===== src/rtl/frame_grabber_if.sv =====
// VRAM pixel write port between the frame grabber (master) and pixel memory (slave).
interface frame_grabber_if #(
    parameter int ADDR_W = 17
) ();
    logic [ADDR_W-1:0] vramPX_addr;
    logic [7:0]        vramPX_d;
    logic              vramPX_we;

    modport master (output vramPX_addr, output vramPX_d, output vramPX_we);
    modport slave  (input  vramPX_addr, input  vramPX_d, input  vramPX_we);
endinterface


===== src/rtl/frame_grabber.sv =====
// Captures an RGB24 stream, decimates 2:1 in both axes and writes R3G3B2 pixels into VRAM.
// Define FRAME_GRABBER_ROUND_EN for rounding/saturating colour conversion instead of truncation.
module frame_grabber #(
    parameter int ACT_W  = 640,
    parameter int ACT_H  = 480,
    parameter int ADDR_W = 17
) (
    input  logic            clk,
    input  logic            reset_n,
    input  logic [7:0]      vid_r,
    input  logic [7:0]      vid_g,
    input  logic [7:0]      vid_b,
    input  logic            vid_hs,
    input  logic            vid_vs,
    input  logic            vid_blank,
    input  logic            arm,
    input  logic            abort,
    input  logic            continuous,
    frame_grabber_if.master vram,
    output logic            busy,
    output logic            frameCaptured,
    output logic            shortFrame
);
    typedef enum logic [1:0] {IDLE, WAIT_VS, CAPTURE, DONE} state_t;

    localparam logic [9:0]        X_END     = 10'(ACT_W);
    localparam logic [8:0]        Y_END     = 9'(ACT_H);
    localparam logic [ADDR_W-1:0] LAST_ADDR = ADDR_W'((ACT_W / 2) * (ACT_H / 2) - 1);
    localparam logic [ADDR_W-1:0] ADDR_ONE  = ADDR_W'(1);

    state_t            state;
    state_t            next_state;
    logic              vs_prev;
    logic              vs_fall;
    logic [9:0]        x;
    logic [8:0]        y;
    logic              line_active;
    logic [ADDR_W-1:0] wr_addr;
    logic              start_capture;
    logic              restart;
    logic              pixel_active;
    logic              write_issue;
    logic [7:0]        pixel_rgb;
    logic              unused_bits;

    assign vs_fall = vs_prev & ~vid_vs;

`ifdef FRAME_GRABBER_ROUND_EN
    logic [8:0] r_sum;
    logic [8:0] g_sum;
    logic [8:0] b_sum;

    // Bit 8 of each sum marks an overflow past the top code, which saturates.
    always_comb begin
        r_sum     = {1'b0, vid_r} + 9'd16;
        g_sum     = {1'b0, vid_g} + 9'd16;
        b_sum     = {1'b0, vid_b} + 9'd32;
        pixel_rgb = {r_sum[8] ? 3'd7 : r_sum[7:5],
                     g_sum[8] ? 3'd7 : g_sum[7:5],
                     b_sum[8] ? 2'd3 : b_sum[7:6]};
    end

    assign unused_bits = &{1'b0, vid_hs, r_sum[4:0], g_sum[4:0], b_sum[5:0]};
`else
    assign pixel_rgb   = {vid_r[7:5], vid_g[7:5], vid_b[7:6]};
    assign unused_bits = &{1'b0, vid_hs, vid_r[4:0], vid_g[4:0], vid_b[5:0]};
`endif

    always_ff @(posedge clk or negedge reset_n) begin
        if (!reset_n) begin
            state <= IDLE;
        end else begin
            state <= next_state;
        end
    end

    always_comb begin
        next_state = state;
        case (state)
            IDLE:    if (arm) next_state = WAIT_VS;
            WAIT_VS: begin
                if (abort)        next_state = IDLE;
                else if (vs_fall) next_state = CAPTURE;
            end
            CAPTURE: begin
                if (abort)        next_state = IDLE;
                else if (vs_fall) next_state = CAPTURE;
                else if (write_issue && wr_addr == LAST_ADDR) next_state = DONE;
            end
            DONE:    next_state = continuous ? WAIT_VS : IDLE;
            default: next_state = IDLE;
        endcase
    end

    // Abort outranks vsync, and vsync outranks pixel writes on the same edge.
    always_comb begin
        busy          = (state != IDLE);
        frameCaptured = (state == DONE);
        start_capture = 1'b0;
        restart       = 1'b0;
        pixel_active  = 1'b0;
        write_issue   = 1'b0;
        if (!abort && vs_fall) begin
            start_capture = (state == WAIT_VS) || (state == CAPTURE);
            restart       = (state == CAPTURE);
        end
        if (state == CAPTURE && !abort && !vs_fall && !vid_blank) begin
            pixel_active = 1'b1;
            write_issue  = (x < X_END) && !x[0] && !y[0] && (y < Y_END);
        end
    end

    always_ff @(posedge clk or negedge reset_n) begin
        if (!reset_n) begin
            vs_prev          <= 1'b1;
            x                <= '0;
            y                <= '0;
            line_active      <= 1'b0;
            wr_addr          <= '0;
            vram.vramPX_we   <= 1'b0;
            vram.vramPX_addr <= '0;
            vram.vramPX_d    <= '0;
        end else begin
            vs_prev        <= vid_vs;
            vram.vramPX_we <= write_issue;
            if (write_issue) begin
                vram.vramPX_addr <= wr_addr;
                vram.vramPX_d    <= pixel_rgb;
                wr_addr          <= wr_addr + ADDR_ONE;
            end
            if (start_capture) begin
                x           <= '0;
                y           <= '0;
                line_active <= 1'b0;
                wr_addr     <= '0;
            end else if (pixel_active) begin
                if (x < X_END) x <= x + 10'd1;
                line_active <= 1'b1;
            end else if (state == CAPTURE && vid_blank && line_active) begin
                if (y < Y_END) y <= y + 9'd1;
                x           <= '0;
                line_active <= 1'b0;
            end
        end
    end

    always_ff @(posedge clk or negedge reset_n) begin
        if (!reset_n) begin
            shortFrame <= 1'b0;
        end else if (state == IDLE && arm) begin
            shortFrame <= 1'b0;
        end else if (restart) begin
            shortFrame <= 1'b1;
        end
    end
endmodule


===== src/flat_wrapper.sv =====
// flat-port wrapper written by rule: the top's interface ports become plain ports
module frame_grabber_flat 
#(
    parameter int ACT_W  = 640,
    parameter int ACT_H  = 480,
    parameter int ADDR_W = 17
)
  (clk, reset_n, vid_r, vid_g, vid_b, vid_hs, vid_vs, vid_blank, arm, abort, continuous, busy, frameCaptured, shortFrame, vram_vramPX_addr, vram_vramPX_d, vram_vramPX_we);
  frame_grabber_if #(.ADDR_W(ADDR_W)) vram_i ();
  input  logic clk;
  input  logic reset_n;
  input  logic [7:0] vid_r;
  input  logic [7:0] vid_g;
  input  logic [7:0] vid_b;
  input  logic vid_hs;
  input  logic vid_vs;
  input  logic vid_blank;
  input  logic arm;
  input  logic abort;
  input  logic continuous;
  output logic busy;
  output logic frameCaptured;
  output logic shortFrame;
  output wire logic [$bits(vram_i.vramPX_addr)-1:0] vram_vramPX_addr;
  output wire logic [$bits(vram_i.vramPX_d)-1:0] vram_vramPX_d;
  output wire logic [$bits(vram_i.vramPX_we)-1:0] vram_vramPX_we;
  assign vram_vramPX_addr = vram_i.vramPX_addr;
  assign vram_vramPX_d = vram_i.vramPX_d;
  assign vram_vramPX_we = vram_i.vramPX_we;
  frame_grabber #(.ACT_W(ACT_W), .ACT_H(ACT_H), .ADDR_W(ADDR_W)) u_core (.clk(clk), .reset_n(reset_n), .vid_r(vid_r), .vid_g(vid_g), .vid_b(vid_b), .vid_hs(vid_hs), .vid_vs(vid_vs), .vid_blank(vid_blank), .arm(arm), .abort(abort), .continuous(continuous), .vram(vram_i), .busy(busy), .frameCaptured(frameCaptured), .shortFrame(shortFrame));
endmodule

===== config.mk =====
export PLATFORM = sky130hd
export DESIGN_NAME = frame_grabber_flat
export DESIGN_NICKNAME = d
export VERILOG_FILES = /design/src/rtl/frame_grabber_if.sv /design/src/rtl/frame_grabber.sv /design/src/flat_wrapper.sv
export SDC_FILE = /design/constraint.sdc
export NUM_CORES = 1
export LEC_CHECK = 0
export BUFFER_PORTS_ARGS = -buffer_cell sky130_fd_sc_hd__clkbuf_2
export CORE_AREA = 5 5 87 89
export DETAILED_ROUTE_END_ITERATION = 6
export DIE_AREA = 0 0 92 94
export MAX_ROUTING_LAYER = met4
export PLACE_DENSITY_LB_ADDON = 0.08
export REMOVE_ABC_BUFFERS = 1
export SLEW_MARGIN = 10
export SYNTH_ARGS = -nofsm -noshare
export SYNTH_HDL_FRONTEND = slang
export SYNTH_SLANG_ARGS = --single-unit

===== constraint.sdc =====
create_clock -name clk -period 2.47 [get_ports clk]
set_input_delay 0.247 -clock clk [delete_from_list [all_inputs] [get_ports clk]]
set_output_delay 0.247 -clock clk [all_outputs]
set_load 0.01 [all_outputs]

; After elaboration in Yosys (flattened, before gate mapping)
; Index checks and enable logic that the tools add are counted.
[classes]
n_addsub = 3
multipliers = 0
div_mod_pow = 0
magnitude_cmp = 2
n_eq_ne = 9
n_shift = 0
mux = 27
bitwise_logic = 2
reduce_logical = 27
[op_table]
columns = cell, n
row1 = two-way mux 10 bit, 4
row2 = two-way mux 9 bit, 4
row3 = two-way mux 17 bit, 2
row4 = "adder 17 x 1 -> 17 bit, second input constant", 1
row5 = "equality test 17 bit, second input constant", 1
row6 = two-way mux 2 bit, 6
row7 = logical AND 1 bit, 11
row8 = "adder 10 x 1 -> 10 bit, second input constant", 1
row9 = "less-than comparator 10 bit, second input constant", 1
row10 = two-way mux 1 bit, 10
row11 = nonzero test 2 bit, 5
row12 = "adder 9 x 1 -> 9 bit, second input constant", 1
row13 = "less-than comparator 9 bit, second input constant", 1
row14 = case mux 2 bit (4 select lines), 1
row15 = "!= test 3 x 2 -> 1 bit, second input constant", 2
row16 = AND reduction 3 bit, 2
row17 = zero test 1 bit, 5
row18 = "equality test 2 bit, second input constant", 2
row19 = "!= test 4 x 2 -> 1 bit, second input constant", 1
row20 = nonzero test 3 bit, 1
row21 = "equality test 2 x 1 -> 1 bit, second input constant", 1
row22 = zero test 2 bit, 1
row23 = "!= test 2 x 1 -> 1 bit, second input constant", 1
row24 = "!= test 2 bit, second input constant", 1
row25 = 4 further kinds, 4
[totals]
regBits = 67
latch_bits = 0
mem_bits_rw = 0
rom_bits = 0
wordCells = 80
mem_count = 0

; Logic depth before layout (Yosys ltp)
; Gate-level depths: netlist (run 1).
[logic_depth]
depth_word = 11
depth_mapped = 8
ltp_nobuf = 7

; Least setup slack after synthesis (run 1)
; Ideal clock, no wire load.
[synth_timing]
path_type = reg-to-reg
start = reg u_core.state[0]
end = reg u_core.vram.vramPX_d[0]
setup_ps = 125
arrival_ps = 1852
t_required_ps = 2345
path_slack_ps = 493
path_stages_with_launch = 8
synth_period_minus_slack_ps = 1977
cell_sequence = dfrtp_1 > inv_1 > ha_1 > and2b_1 > nand4b_4 > nor2_2 > buf_2 > mux2_2
[synth_via]
elab_chain_cells = 5
[synth_rtl]
columns = item, line
row1 = from (decl), frame_grabber.sv:31  ; state_t state;
row2 = from (signal assigned), frame_grabber.sv:73  ; state <= next_state;
row3 = equality test 2 bit, frame_grabber.sv:107  ; if (state == CAPTURE && !abort && !vs_fall && !vid_blank) begin
row4 = logical AND 1 bit (3 in series), frame_grabber.sv:107
row5 = two-way mux 1 bit, frame_grabber.sv:107
row6 = to (signal assigned), frame_grabber.sv:128  ; vram.vramPX_d <= pixel_rgb;
row7 = to (decl), frame_grabber_if.sv:9  ; modport master (output vramPX_addr, output vramPX_d, output vramPX_we);
; Every way passes these cells.
; A chain may end at the register's enable or synchronous reset.

; Worst setup path in the final report (run 1)
[layout_timing]
start = reg u_core.state[0]
end = reg u_core.state[1]
[layout_via]
elab_chain_cells = 8
word_cells_on_any_way = 14
cone_classes = eq/ne (6) / mux (2) / reduce/logical (6)
[layout_rtl]
columns = item, line
row1 = equality test 2 bit, "frame_grabber.sv:79, frame_grabber.sv:107"
row2 = logical AND 1 bit (3 in series), frame_grabber.sv:107
row3 = two-way mux 1 bit, frame_grabber.sv:107
row4 = logical AND 1 bit, frame_grabber.sv:88  ; else if (write_issue && wr_addr == LAST_ADDR) next_state = DONE;
row5 = != test 4 x 2 -> 1 bit (no source line), -
row6 = AND reduction 3 bit (no source line), -
; Several ways; a longest one is shown, not always the timed one.

==> flow_summary.toml, run 1 <==
[outcome]
status = "finished clean"

[critical_path]
crit_buf_inv = 1
arrival_ps = 2260
crit_path_end_kind = "flip-flop"
worst-path-max-fanout = 9
cp_slowest_cell = "nor4_1"
cp_top_family = "simple AND/OR/NAND/NOR gates"
cp_data_required_time_ps = 2670
cpPeakStageDelay_ps = 470
worstSetupStartpointType = "flip-flop"
crit_chain = "inv_1 > ha_1 > and2b_1 > nand4b_4 > nor4_1 > o31ai_1 > mux2i_1"
crit_type = "flip-flop to flip-flop"

[pwr]
total_power_mw = 2.73
seqPwrFrac_pct = 46.9
power_frac_clock_pct = 34.9
ir_drop_mv = 0.478
leakage_nw = 1.82
p_switching_mw = 0.756
combPwrFrac_pct = 18.2
power_density_mw_per_mm2 = 722
power.internal_mw = 1.97
swShare_pct = 27.7

[floorplan]
start_util_pct = 47.8
core_mm2 = 0.00668
die_area_mm2 = 0.00865
pin_count = 61
core.rowCount = 30
die_height_um = 94
die_w_um = 92

[clock_network]
cts_root_buffer = "clkbuf_8"
cts-buffers-inserted = 9
htreeDepth = 3
cts_tree = "done"
clock_sinks = 67
clk_latency_ps = 330
cts.reportedPaths.clkPinSlew_ps = 70
post-cts-setup-buffers = 0
clock_path_buffers = 2

[sta]
rsz0062_at_grt = "no"
worstMarginPinSlew_ps = 412
slew_violations = 0
slew-limit-headroom_pct = 72.3
finalSetupViolations = 0
fin_crit_ps = 2060
final_hold_viol_count = 0
clock_skew_ps = 4.84
clock.fmax_ghz = 0.485
fin_crit_sh_pct = 83.5

[final_layout]
syn_to_final_growth_pct = 18.2
nets = 370
final_layout_size_suffix_gt1_share_pct = 31.3
antenna_cells = 0
final_cell_area_mm2 = 0.00377

[yosys]
synthDistinctLibCells = 48
synth_top_area_share_pct = 51.7
synth_top_area_cell = "dfrtp_1"
yosysMostFrequentCell = "dfrtp_1"
synth-edff-count = 0
synthCells = 275
avgSynthCellArea_um2 = 11.6
syn_area_mm2 = 0.00319
synth_commonest_cells = "66 x dfrtp_1, 27 x nor2_1, 21 x mux2_2"
synthTopCellsByArea = "dfrtp_1 52%, mux2_2 7.4%, xnor2_1 3.8%, nor2_1 3.2%, ha_1 3.1%"
synth_warnings = 0
ys_seq_elements = 67
synth.yosys.seq_area_share_pct = 52.5
ys_async_sr_fraction_pct = 100
synthFlopType = "dfrtp_1"

[global_routing]
use_met1_pct = 21.2
use_met3_pct = 3.53
grt_pass1_wl_um = 10900
track_usage_pct = 16.1
met2_usage_pct = 24.1
grt_max_degree = 68
grt_overflow_total = 0
first_global_vias = 2309
grt_busiest_layer = "met2"
antenna_found_initial = 0

[routing]
routed_wirelength_um = 6050
viasPerCell = 5.39
antenna_left = 0
drtIter0Drc = 117
detail_route.wl_per_cell_um = 14.6
post-route-drc-count = 0
dr.pass1.iters = 4
vias = 2236

[placement]
post_dp_cell_area_mm2 = 0.00355
place_congestion = 0.796
post-dp-hpwl_um = 4150
portBuffers = 43

[flow_run]
drv_cap = 0

[hold_path]
hold_class = "primary input to flip-flop"
[stage by stage]
step                      setup slack [ps]  TNS (ps)  std cells  utilization [%]  hold slack, ps
final                                  407         0        415             56.5            61.7
after global routing                   217         0        415             56.5            48.3
after CTS                              379         0        415             56.5            44.1
after detailed placement               362         0        398             53.2             294
after global placement                 380         0        398             53.2             298
after floorplan                       -147     -3920        266                -           -48.6
[layout make-up]
cell class / instances / area, um^2
clock buffers: 12 / 165
clock inverters: 4 / 47.5
fillers: 585 / 2910
inverters: 7 / 26.3
multi-input cells: 192 / 1440
flip-flops and latches: 67 / 1680
well taps: 80 / 100
repair buffers: 53 / 318
[flip-flops by register name, indices dropped and copies added (netlist names)]
signal and flops:
u_core.line_active 1, u_core.shortFrame 1, u_core.state 2, u_core.vram.vramPX_addr 17, u_core.vram.vramPX_d 8, u_core.vram.vramPX_we 1, u_core.vs_prev 1, u_core.wr_addr 17
u_core.x 10, u_core.y 9
[layout by cell type, fill, tap and decap left out, drive strengths merged, types with 6 or more instances in the layout]
master and n:
and3 7, mux2 25, nand4 9, xor2 6
nor2 28, xnor2 14, nand2 15, inv 7
o21ai 10, ha 8, nor4 10, a21oi 8
mux2i 7, clkbuf 54, nand3 11, or3 6
buf 10, dfrtp 66
[power by group through the flow]
stage | logic, mW | clock network, mW | registers, mW
3_3_place_gp | 0.490 | 0 | 1.29
6_report | 0.497 | 0.951 | 1.28
2_1_floorplan | 0.274 | 0 | 1.31
5_1_grt | 0.564 | 1.02 | 1.30
4_1_cts | 0.508 | 0.975 | 1.28
3_5_place_dp | 0.501 | 0 | 1.30
[per-layer routing]
| layer | routed length, um | up-vias |
|---|---|---|
| li1 | - | 1099 |
| met2 | 2740 | 48 |
| met3 | 254 | 12 |
| met5 | 0 | - |
| met4 | 91 | 0 |
| met1 | 2970 | 1077 |
[logic make-up after synthesis]
| family | count (synthesis) | share of synthesized area, % |
|---|---|---|
| muxes | 32 | 11.1 |
| xor gates and xnor gates | 20 | 5.48 |
| AOI/OAI and AO/OA | 27 | 5.21 |
| DFF | 67 | 52.5 |
| buffers and inverters | 16 | 2.55 |
| and+or+nand+nor | 105 | 20.0 |
| adders and majority gates | 8 | 3.13 |
[path summary, 6_finish.rpt]
check	endpoint	startpoint	depth (start not counted)	slack (ps)
max reg2reg	u_core.state[1]$_DFFE_PN0P_	u_core.state[0]$_DFFE_PN0P_	7	410
max	u_core.state[1]$_DFFE_PN0P_	u_core.state[0]$_DFFE_PN0P_	7	410
min reg2reg	u_core.vram.vramPX_d[4]$_DFFE_PN0P_	u_core.vram.vramPX_d[4]$_DFFE_PN0P_	1	480
min	u_core.vs_prev$_DFF_PN1_	vid_vs	1	60
max in group asynchronous	u_core.vs_prev$_DFF_PN1_	reset_n	3	1680
min in group asynchronous	u_core.y[3]$_DFFE_PN0P_	reset_n	3	450
[timing repair]
item	4_1_cts	5_1_grt
hold buffers	1	0
resized for setup	0	0
endpoints found under the hold margin	66	0
(Power assumes the default switching activity.)
==> inputs of run 2 (changes only) <==
Clock period 2.47 ns to 1.7 ns, I/O delays scaled along.
==> run 2 against run 1 <==
The flow now finishes with violations (negative setup slack). Die area stayed put. Clock power up 38%. Clock skew up 8.0 ps. Design area rose by 22%. Utilization is 12 points higher. Non-clock buffer count grew 47. Combinational power up 150%. Worst hold slack worse by 19 ps. Register-to-register slack worse by 570 ps. Maximum frequency up 11%. Clock-buffer cell count fell by 3. Critical path type unchanged. Largest cell class is now multi-input combinational cells. Largest power group unchanged. Highest routed layer unchanged.
==> flow_summary.toml, run 2 (synthesis gave the netlist of run 1 again) <==
[floorplan]
pin_count = 61
start_util_pct = 47.8
die_height_um = 94
core.rowCount = 30
core_mm2 = 0.00668
die_w_um = 92
die_area_mm2 = 0.00865

[outcome]
status = "finished, violations left"
violations = "negative setup slack"

[global_routing]
track_usage_pct = 19.8
grt_max_degree = 68
antenna_found_initial = 0
grt_overflow_total = 0
first_global_vias = 2647
grt_pass1_wl_um = 13000

[critical_path]
cpPeakStageDelay_ps = 390
cp_num_cells = 9
crit_type = "flip-flop to flip-flop"
reg2reg_setup_slack_ps = -160
cp_top_family = "simple AND/OR/NAND/NOR gates"
cp_data_required_time_ps = 1940
rr_endpoint = "u_core.wr_addr[5]$_DFFE_PN0P_"
cp_slowest_cell = "dfrtp_1"
crit_path_end_kind = "flip-flop"
r2r-start = "u_core.state[0]$_DFFE_PN0P_"
worstSetupStartpointType = "flip-flop"
crit_chain = "inv_2 > ha_4 > and2b_2 > nand4b_4 > buf_6 > buf_12 > nor4_4 > xnor2_1 > nor2_1"
arrival_ps = 2100
worst-path-max-fanout = 6
cp-startpoint = "u_core.state[0]$_DFFE_PN0P_"
crit_buf_inv = 3
reg2reg_depth = 9

[sta]
clock_skew_ps = 12.9
fin_crit_ps = 1860
tns_ps = -3670
slew_violations = 0
final_hold_viol_count = 0
hold_slack_ps = 42.4
fin_crit_sh_pct = 110
finalSetupViolations = 48
rsz0062_at_grt = "yes"
fin_ws_ps = -164
slew-limit-headroom_pct = 71.1
worstMarginPinSlew_ps = 433
clock.fmax_ghz = 0.536

[routing]
antenna_left = 0
detail_route.wl_per_cell_um = 16.3
dr.pass1.iters = 4
post-route-drc-count = 0
vias = 2491
routed_wirelength_um = 7520
drtIter0Drc = 86
viasPerCell = 5.39

[final_layout]
nets = 417
layout_commonest_cell = "dfrtp_1"
final_layout_size_suffix_gt1_share_pct = 47.6
antenna_cells = 0
final_cell_area_mm2 = 0.00460
reg.largest.list = "u_core.vram.vramPX_addr x17, u_core.wr_addr x17, u_core.x x10"
nFillCells = 486
syn_to_final_growth_pct = 44.0
utilization_pct = 68.9
final_cell_mix = "66 x dfrtp_1, 42 x clkbuf_2, 35 x buf_4"
layout.cells.non_filler = 462

[pwr]
power_density_mw_per_mm2 = 952
ir_drop_mv = 0.841
leakage_nw = 2.30

[hold_path]
hold_class = "primary input to flip-flop"
hold_path.startpoint = "vid_g[5]"
hold_depth = 2
hold_end = "u_core.vram.vramPX_d[2]$_DFFE_PN0P_"

[clock_network]
cts_tree = "done"
cts_root_buffer = "clkbuf_8"
clock_sinks = 67
cts-buffers-inserted = 9
htreeDepth = 3
cts.reportedPaths.clkPinSlew_ps = 80
clock_path_buffers = 2
clk_latency_ps = 350

[placement]
place_congestion = 0.799
portBuffers = 43
post_dp_cell_area_mm2 = 0.00378
dpl.cell_count = 423
post-dp-hpwl_um = 4400

[flow_run]
drv_cap = 0
## run 2: stage by stage
stage,power (mW),setup slack (ps)
after floorplan,2.31,-917
final,4.38,-164
after CTS,4.26,-120
after global placement,2.70,-172
after global routing,4.62,-254
after detailed placement,2.72,-236
## run 2: power by group
group | total [mW] | switching, mW | internal, mW
registers | 1.85 | 0.102 | 1.75
clock network | 1.31 | 0.641 | 0.671
logic | 1.22 | 0.579 | 0.639
total | 4.38 | 1.32 | 3.06
## run 2: worst max path at each step
stage	endpoint	slack [ps]
final	u_core.wr_addr[5]$_DFFE_PN0P_	-160
after global routing	u_core.wr_addr[6]$_DFFE_PN0P_	-250
after CTS	u_core.vram.vramPX_d[4]$_DFFE_PN0P_	-120
after detailed placement	u_core.state[1]$_DFFE_PN0P_	-240
after global placement	u_core.vram.vramPX_d[0]$_DFFE_PN0P_	-170
after floorplan	u_core.vram.vramPX_d[0]$_DFFE_PN0P_	-920
## run 2: timing repair
item,in CTS,in global routing
setup buffers,15,2
hold buffers,3,0
pin swaps,32,16
hold endpoints to repair,68,0
setup endpoints to repair,58,60
gates cloned,4,1
gates resized for setup,59,22
## run 2: metal layers
| layer | global-route usage (%) | part of all wire (%) |
|---|---|---|
| met3 | 5.69 | 3.5 |
| met2 | 30.0 | 49 |
| met5 | - | 0 |
| met1 | 25.9 | 47 |
| met4 | 5.82 | 1.1 |
## run 2: final cells by class
class / count / area, um^2 / share of cell area (%)
repair buffers: 100 / 818 / 17.8
inverters: 7 / 26.3 / 0.571
flip-flops and latches: 67 / 1680 / 36.5
multi-input cells: 192 / 1790 / 38.8
clock buffers: 9 / 124 / 2.69
clock inverters: 7 / 68.8 / 1.50
well taps: 80 / 100 / 2.18
==> inputs of run 3 (changes only) <==
Settings changed: CTS_BUF_LIST set to sky130_fd_sc_hd__clkbuf_4 sky130_fd_sc_hd__clkbuf_8 sky130_fd_sc_hd__clkbuf_16, SKIP_LAST_GASP set to 1.
==> run 3 against run 2 <==
The flow still finishes with violations (negative setup slack). Via count fell by 0.20%. Clock-buffer cell count is the same. Utilization fell by 0.24 points. Critical path depth did not move. Combinational power about the same. Sequential cell count stayed put. First-iteration DRC count fell by 4.7%. Sequential power about the same. Sequential share of layout area up 0.13 points. Worst hold slack better by 2.5 ps. Critical path type unchanged. Largest cell class unchanged. Largest power group unchanged. Highest routed layer unchanged.
==> flow_summary.toml, run 3 (synthesis gave the netlist of run 1 again) <==
[floorplan]
start_util_pct = 47.8
die_w_um = 92
die_area_mm2 = 0.00865
core.rowCount = 30
die_height_um = 94
core_mm2 = 0.00668
pin_count = 61

[sta]
finalSetupViolations = 48
final_hold_viol_count = 0
rsz0062_at_grt = "yes"
slew_violations = 0
slew-limit-headroom_pct = 70.7
fin_crit_sh_pct = 110
fin_crit_ps = 1860
tns_ps = -3530
clock_skew_ps = 11.9
hold_slack_ps = 45.0
clock.fmax_ghz = 0.537
fin_ws_ps = -162
worstMarginPinSlew_ps = 439

[pwr]
ir_drop_mv = 0.841
p_switching_mw = 1.31
leakage_nw = 2.30
seqPwrFrac_pct = 42.4
power_frac_clock_pct = 30.1
combPwrFrac_pct = 27.4
total_power_mw = 4.35
power.internal_mw = 3.05
power_density_mw_per_mm2 = 950
swShare_pct = 30.1

[routing]
dr.pass1.iters = 4
routed_wirelength_um = 7490
post-route-drc-count = 0
antenna_left = 0
dr_wl_met2_um = 3610
wl_met3_um = 304
viasPerCell = 5.38
topRoutingLayerUsed = "met4"
vias = 2486
detail_route.wl_per_cell_um = 16.2
drt-met1-wl_um = 3520
drtIter0Drc = 82

[global_routing]
grt_max_degree = 68
grt_pass1_wl_um = 13000
track_usage_pct = 19.8
grt_overflow_total = 0
antenna_found_initial = 0
first_global_vias = 2647

[clock_network]
cts-buffers-inserted = 9
clk_latency_ps = 350
htreeDepth = 3
cts.reportedPaths.clkPinSlew_ps = 80
cts_root_buffer = "clkbuf_8"
clock_path_buffers = 2
cts_tree = "done"
clock_sinks = 67

[critical_path]
crit_type = "flip-flop to flip-flop"
reg2reg_depth = 9
worstSetupStartpointType = "flip-flop"
cp_top_family = "simple AND/OR/NAND/NOR gates"
cp-startpoint = "u_core.state[0]$_DFFE_PN0P_"
cp_num_cells = 9
crit_path_end_kind = "flip-flop"
cpPeakStageDelay_ps = 390
cp_slowest_cell = "dfrtp_1"
worst-path-max-fanout = 6
r2r-start = "u_core.state[0]$_DFFE_PN0P_"
cp_data_required_time_ps = 1940
arrival_ps = 2100
crit_chain = "inv_2 > ha_4 > and2b_2 > nand4b_4 > buf_6 > buf_12 > nor4_4 > xnor2_1 > nor2_1"
crit_buf_inv = 3
crit_end = "u_core.wr_addr[5]$_DFFE_PN0P_"
rr_endpoint = "u_core.wr_addr[5]$_DFFE_PN0P_"
reg2reg_setup_slack_ps = -160

[hold_path]
hold_class = "primary input to flip-flop"

[final_layout]
layout_commonest_cell = "dfrtp_1"
nets = 417
antenna_cells = 0
final_cell_mix = "66 x dfrtp_1, 42 x clkbuf_2, 36 x buf_4"
final_cell_area_mm2 = 0.00458
final_layout_size_suffix_gt1_share_pct = 47.4
layout.cells.non_filler = 462
syn_to_final_growth_pct = 43.5
utilization_pct = 68.6
reg.largest.list = "u_core.vram.vramPX_addr x17, u_core.wr_addr x17, u_core.x x10"

[placement]
post_dp_cell_area_mm2 = 0.00378
pre_cts_ws_ps = -236
post-dp-hpwl_um = 4400
portBuffers = 43
dpl.cell_count = 423
place_congestion = 0.799

[outcome]
violations = "negative setup slack"
status = "finished, violations left"

[flow_run]
drv_cap = 0
## run 3: cell types whose count changed in the layout (fill, tap and decap cells not counted)
cell,delta
buf_4,+1
buf_6,-1
ha_1,+1
ha_4,-1
## run 3: worst min-delay path by stage
stage               cells past startpoint  startpoint                             endpoint
floorplan                               0     reset_n       u_core.line_active$_DFFE_PN0P_
global placement                        2     reset_n              u_core.x[6]$_DFFE_PN0P_
detailed placement                      2     reset_n              u_core.x[6]$_DFFE_PN0P_
CTS                                     2    vid_r[7]  u_core.vram.vramPX_d[7]$_DFFE_PN0P_
global route                            2    vid_b[7]  u_core.vram.vramPX_d[1]$_DFFE_PN0P_
finish                                  2    vid_g[5]  u_core.vram.vramPX_d[2]$_DFFE_PN0P_
## run 3: final cells by class
class | count | area (um^2)
inverter | 7 | 26.3
multi-input combinational | 192 | 1770
clock inverter | 7 | 68.8
timing repair buffer | 100 | 815
tap | 80 | 100
sequential | 67 | 1680
clock buffer | 9 | 124
fill | 486 | 2100
## run 3: power groups by stage
| stage | clock, mW | sequential [mW] | combinational (mW) |
|---|---|---|---|
| 6_report | 1.31 | 1.85 | 1.19 |
| 5_1_grt | 1.42 | 1.87 | 1.30 |
| 4_1_cts | 1.34 | 1.85 | 1.08 |
| 3_5_place_dp | 0 | 1.86 | 0.854 |
| 3_3_place_gp | 0 | 1.86 | 0.843 |
| 2_1_floorplan | 0 | 1.91 | 0.398 |
## run 3: per-layer routing
metal,up-vias,global-route usage [%]
li1,1187,-
met2,48,30.0
met5,-,-
met3,9,5.69
met1,1242,25.9
met4,0,5.82
## run 3: repair_timing
item	in CTS	in global routing
cloned	4	1
pin swaps	32	16
hold buffers	3	0
endpoints found under the hold margin	68	0
setup endpoints to repair	58	60
resized for setup	59	19
buffers inserted	15	2
